File: config.mk
export PLATFORM = sky130hd
export DESIGN_NAME = timer_counter_flat
export DESIGN_NICKNAME = d
export VERILOG_FILES = /design/src/rtl/timer_counter_pkg.sv /design/src/rtl/timer_counter_if.sv /design/src/rtl/timer_counter.sv /design/src/flat_wrapper.sv
export SDC_FILE = /design/constraint.sdc
export NUM_CORES = 1
export LEC_CHECK = 0
export CORE_MARGIN = 1.5
export CORE_UTILIZATION = 53
export CTS_BUF_LIST = sky130_fd_sc_hd__clkbuf_16
export DETAILED_ROUTE_END_ITERATION = 12
export GPL_TIMING_DRIVEN = 0
export MAX_ROUTING_LAYER = met4
export PLACE_DENSITY_LB_ADDON = 0.25
export SKIP_CTS_REPAIR_TIMING = 1
export SLEW_MARGIN = 20
export SYNTH_ARGS = -nofsm -noshare
export SYNTH_HDL_FRONTEND = slang
export SYNTH_SLANG_ARGS = --single-unit
File: constraint.sdc
create_clock -name clk -period 3.3 [get_ports clk]
set_input_delay 0.33 -clock clk [delete_from_list [all_inputs] [get_ports clk]]
set_output_delay 0.33 -clock clk [all_outputs]
set_load 0.02 [all_outputs]
File: src/rtl/timer_counter_pkg.sv
// Shared constants for the timer peripheral: FSM states, register offsets,
// CTRL bit positions, mode encodings and the byte-merge write helper.
package timer_pkg;

  localparam logic [1:0] ST_IDLE = 2'd0;
  localparam logic [1:0] ST_LOAD = 2'd1;
  localparam logic [1:0] ST_CNT  = 2'd2;
  localparam logic [1:0] ST_INT  = 2'd3;

  localparam logic [1:0] OFF_CTRL   = 2'd0;
  localparam logic [1:0] OFF_PRESET = 2'd1;
  localparam logic [1:0] OFF_COUNT  = 2'd2;

  localparam int CTRL_EN      = 0;
  localparam int CTRL_MODE_LO = 1;
  localparam int CTRL_MODE_HI = 2;
  localparam int CTRL_IM      = 3;

  localparam logic [1:0] MODE_ONESHOT = 2'd0;
  localparam logic [1:0] MODE_RELOAD  = 2'd1;

  function automatic logic [31:0] byte_merge(input logic [31:0] old_v,
                                             input logic [31:0] wdata,
                                             input logic [3:0]  byteen);
    logic [31:0] res;
    res = old_v;
    for (int i = 0; i < 4; i++) begin
      if (byteen[i]) res[8*i +: 8] = wdata[8*i +: 8];
    end
    return res;
  endfunction

endpackage

File: src/rtl/timer_counter_if.sv
// Processor-side data-bus view of one timer instance plus its interrupt line.
interface timer_counter_if;
  logic [3:2]  addr;
  logic        we;
  logic [3:0]  byteen;
  logic [31:0] wdata;
  logic [31:0] rdata;
  logic        irq;

  modport master (output addr, we, byteen, wdata, input rdata, irq);
  modport slave  (input addr, we, byteen, wdata, output rdata, irq);
endinterface

File: src/rtl/timer_counter.sv
// Memory-mapped down-counting timer: CTRL/PRESET/COUNT registers, a four-state
// counting FSM, and a maskable interrupt flag.
//
// state | meaning
// IDLE  | waiting for CTRL.EN
// LOAD  | COUNT <= PRESET
// CNT   | decrementing COUNT toward terminal count
// INT   | terminal count reached; one-shot stops, auto-reload reloads
module timer_counter
  import timer_pkg::*;
(
  input logic            clk,
  input logic            reset,
  timer_counter_if.slave bus
);

  logic [3:0]  ctrl_q,     ctrl_d;
  logic [31:0] preset_q,   preset_d;
  logic [31:0] count_q,    count_d;
  logic [1:0]  state_q,    state_d;
  logic        irq_flag_q, irq_flag_d;

  logic        en;
  logic [1:0]  mode;
  logic [31:0] wr_old;
  logic [31:0] wr_val;

  assign en   = ctrl_q[CTRL_EN];
  assign mode = ctrl_q[CTRL_MODE_HI:CTRL_MODE_LO];

  // Only one register is written per access, so one merge serves both.
  assign wr_old = (bus.addr == OFF_CTRL) ? {28'd0, ctrl_q} : preset_q;
  assign wr_val = byte_merge(wr_old, bus.wdata, bus.byteen);

  always_comb begin
    ctrl_d     = ctrl_q;
    preset_d   = preset_q;
    count_d    = count_q;
    state_d    = state_q;
    irq_flag_d = irq_flag_q;

    case (state_q)
      ST_IDLE: if (en) state_d = ST_LOAD;
      ST_LOAD: begin
        count_d = preset_q;
        state_d = ST_CNT;
      end
      ST_CNT: begin
        if (!en) begin
          state_d = ST_IDLE;
        end else if (count_q > 32'd1) begin
          count_d = count_q - 32'd1;
        end else begin
          count_d    = 32'd0;
          irq_flag_d = 1'b1;
          state_d    = ST_INT;
        end
      end
      default: begin
        if (mode == MODE_RELOAD) begin
          irq_flag_d = 1'b0;
          state_d    = ST_LOAD;
        end else begin
          ctrl_d[CTRL_EN] = 1'b0;
          state_d         = ST_IDLE;
        end
      end
    endcase

    // CPU writes are applied last so they override the FSM on the same edge.
    if (bus.we) begin
      case (bus.addr)
        OFF_CTRL: begin
          ctrl_d     = wr_val[3:0];
          irq_flag_d = 1'b0;
        end
        OFF_PRESET: preset_d = wr_val;
        default: ;
      endcase
    end
  end

  always_ff @(posedge clk) begin
    if (reset) begin
      ctrl_q     <= 4'd0;
      preset_q   <= 32'd0;
      count_q    <= 32'd0;
      state_q    <= ST_IDLE;
      irq_flag_q <= 1'b0;
    end else begin
      ctrl_q     <= ctrl_d;
      preset_q   <= preset_d;
      count_q    <= count_d;
      state_q    <= state_d;
      irq_flag_q <= irq_flag_d;
    end
  end

  always_comb begin
    case (bus.addr)
      OFF_CTRL:   bus.rdata = {28'd0, ctrl_q};
      OFF_PRESET: bus.rdata = preset_q;
      OFF_COUNT:  bus.rdata = count_q;
      default:    bus.rdata = 32'd0;
    endcase
  end

  assign bus.irq = irq_flag_q & ctrl_q[CTRL_IM];

endmodule

File: src/flat_wrapper.sv
// flat-port wrapper written by rule: the top's interface ports become plain ports
module timer_counter_flat import timer_pkg::*;
  (clk, reset, bus_addr, bus_we, bus_byteen, bus_wdata, bus_rdata, bus_irq);
  timer_counter_if bus_i ();
  input logic clk;
  input logic reset;
  input wire logic [$bits(bus_i.addr)-1:0] bus_addr;
  input wire logic [$bits(bus_i.we)-1:0] bus_we;
  input wire logic [$bits(bus_i.byteen)-1:0] bus_byteen;
  input wire logic [$bits(bus_i.wdata)-1:0] bus_wdata;
  output wire logic [$bits(bus_i.rdata)-1:0] bus_rdata;
  output wire logic [$bits(bus_i.irq)-1:0] bus_irq;
  assign bus_i.addr = bus_addr;
  assign bus_i.we = bus_we;
  assign bus_i.byteen = bus_byteen;
  assign bus_i.wdata = bus_wdata;
  assign bus_rdata = bus_i.rdata;
  assign bus_irq = bus_i.irq;
  timer_counter u_core (.clk(clk), .reset(reset), .bus(bus_i));
endmodule
==> impl_metrics.ini <==
[global_routing]
antenna_found_initial = 0
grt_pass1_vias = 4468
grt_max_degree = 12
grt_pass1_wl_um = 23100
grt_overflow = 0
globalRouteTotalUtil_pct = 36.8

[cts]
cts_buffers = 9
htreeDepth = 3
clock-sinks = 71
clockRootBuffer = clkbuf_16
cts_tree = built
insertion_delay_ns = 0.33
cts_buffer_depth = 2
clk_pin_slew_worst_paths_ns = 0.06

[critical_path]
r2r-start = u_core.count_q[18]
worst_r2r_path_depth = 5
critPathRequiredTime_ns = 2.97
critPathArrivalTime_ns = 2.82
crit_start = bus_addr[1]
r2r-end = u_core.count_q[24]
start_kind = input port
endpoint = bus_rdata[12]
cp_max_fo = 10
rrSetupSlack_ns = 0.40
critPathKind = in -> out
endpoint_kind = output pin

[synthesis]
synth_seq_cells = 71
avgSynthCellArea_sq_um = 7.38
synth.most_common_cell = nand2_1
yosysSeqAreaShare_pct = 35.0
synth_top_area_share_pct = 35.0
synth_area_leaders = dfxtp_1, nand2_1, a21oi_1, a22o_1, o21ai_0
synth_top_area_cell = dfxtp_1
synth_edf_count = 0
synth-async-reset-ratio_pct = 0
yosysWarnings = 0
syn_nets = 593
ys_types = 57
synth_flop_cell = dfxtp_1
synthTopCellsByCount = nand2_1, dfxtp_1, a21oi_1
syn_area_sq_mm = 0.00406
syn_inst = 550

[route]
via_count = 4738
remaining_drc_errors = 0
wl_per_cell_um = 19.7
drt_iter0_drc = 595
viasPerCell = 6.45
firstDrtPassIters = 6
postRouteAntennaNets = 0
wl_um = 14500

[timing]
rsz0062_at_grt = false
finClkSkew_ns = 0.00585
worst_pin_slew_ns = 0.983
finalSetupViolCount = 0
final_hold_viol_count = 0
post-route-min-period_ns = 3.15
fin_hold_ws_ns = 0.471
period_share_pct = 95.3
fmax_ghz = 0.318
slew_headroom_pct = 34.0
slew_viol_final = 0

[die]
die-area_sq_mm = 0.00820
rows = 31
io_pins = 74
core_area_sq_mm = 0.00733
die_w_um = 90.5
die_h_um = 90.5
initial_core_util_pct = 55.4

[power]
power_density_mw_per_mm2 = 403
ir_worst_vdd_mv = 0.238
p_leak_nw = 1.88

[cells_and_area]
num-fill-cells = 622
drive_gt1_share_pct = 5.82
final_util_pct = 70.4
diodes = 0
area_growth_pct = 27.1
layout.nets = 676

[min_path]
hp-class = reg -> reg

[placed_design]
port_buffers = 72
hpwl_um = 10200
gp_congestion = 0.978

[status]
status = finished clean

[job]
cap_violations = 0
[cell families (layout without fill, tap and decap cells)]
logic type | Yosys count | count (layout) | synth area share, %
fa+ha+maj | 2 | 2 | 0.616
mux | 9 | 9 | 2.25
simple gates | 223 | 223 | 26.3
compound gates | 190 | 190 | 30.0
flops | 71 | 71 | 35.0
xor+xnor | 2 | 2 | 0.431
buf+inv | 53 | 139 | 5.45
[state kept, by name, indices dropped and copies added, names as in the netlist]
name,flops
u_core.state_q,2
u_core.preset_q,32
u_core.irq_flag_q,1
u_core.ctrl_q,4
u_core.count_q,32
[layer usage]
layer	global-route usage [%]	share of wire, %
met1	46.9	40
met2	57.5	46
met3	7.58	11
met4	13.5	2.8
met5	-	0
[worst max-delay path, stage by stage]
cell and delay [ns]:
clkdlybuf4s50_1 0.51, nor2b_1 0.19, clkbuf_1 0.50, clkbuf_2 0.45
a22o_1 0.23, clkdlybuf4s50_1 0.60
[final cells by class]
class / count / area (sq um) / area share, %
clock buffers: 9 / 225 / 4.36
inverters: 12 / 45.0 / 0.873
plain buffers: 41 / 180 / 3.49
clock inverters: 5 / 27.5 / 0.533
multi-input cells: 426 / 2420 / 46.8
flip-flops and latches: 71 / 1420 / 27.5
well taps: 99 / 124 / 2.40
repair buffers: 72 / 721 / 14.0
[worst min-delay path by stage]
stage	startpoint	to	cells after the start
after floorplan	u_core.preset_q[1]	u_core.preset_q[1]	2
after global placement	u_core.preset_q[23]	u_core.preset_q[23]	2
after detailed placement	u_core.preset_q[19]	u_core.preset_q[19]	2
final	u_core.preset_q[19]	u_core.preset_q[19]	2
after global routing	u_core.preset_q[23]	u_core.preset_q[23]	2
after CTS	u_core.preset_q[19]	u_core.preset_q[19]	2
[power by group]
part           leakage [nW]  internal, mW  total (mW)  switching, mW
registers             0.574         0.874       0.892         0.0190
logic                  1.18         0.130       0.331          0.201
clock network         0.127         0.494       0.854          0.360
total                  1.88          1.50        2.08          0.580
[layout by cell type, fill, tap and decap left out, types with 11 or more instances in the layout]
cell type | synthesis | final
a211oi_1 | 11 | 11
a21oi_1 | 68 | 68
a22o_1 | 28 | 28
clkbuf_1 | 35 | 33
clkdlybuf4s50_1 | 0 | 72
dfxtp_1 | 71 | 71
inv_1 | 12 | 12
nand2_1 | 107 | 107
nand3_1 | 17 | 17
nor2_1 | 29 | 29
nor3_1 | 11 | 11
nor4_1 | 13 | 13
o21ai_0 | 46 | 46
[through the flow]
step	power (mW)	cells	instance area [sq um]	TNS, ns	setup WS, ns
6_report	2.08	735	5160	0	0.155
5_1_grt	2.15	735	5160	0	0.0803
4_1_cts	2.07	735	5160	-0.0473	-0.0188
3_5_place_dp	1.23	721	4910	-0.0294	-0.0121
3_3_place_gp	1.22	721	4910	-0.0841	-0.0235
2_1_floorplan	1.09	550	4060	0	0.912
(Power assumes the default switching activity.)
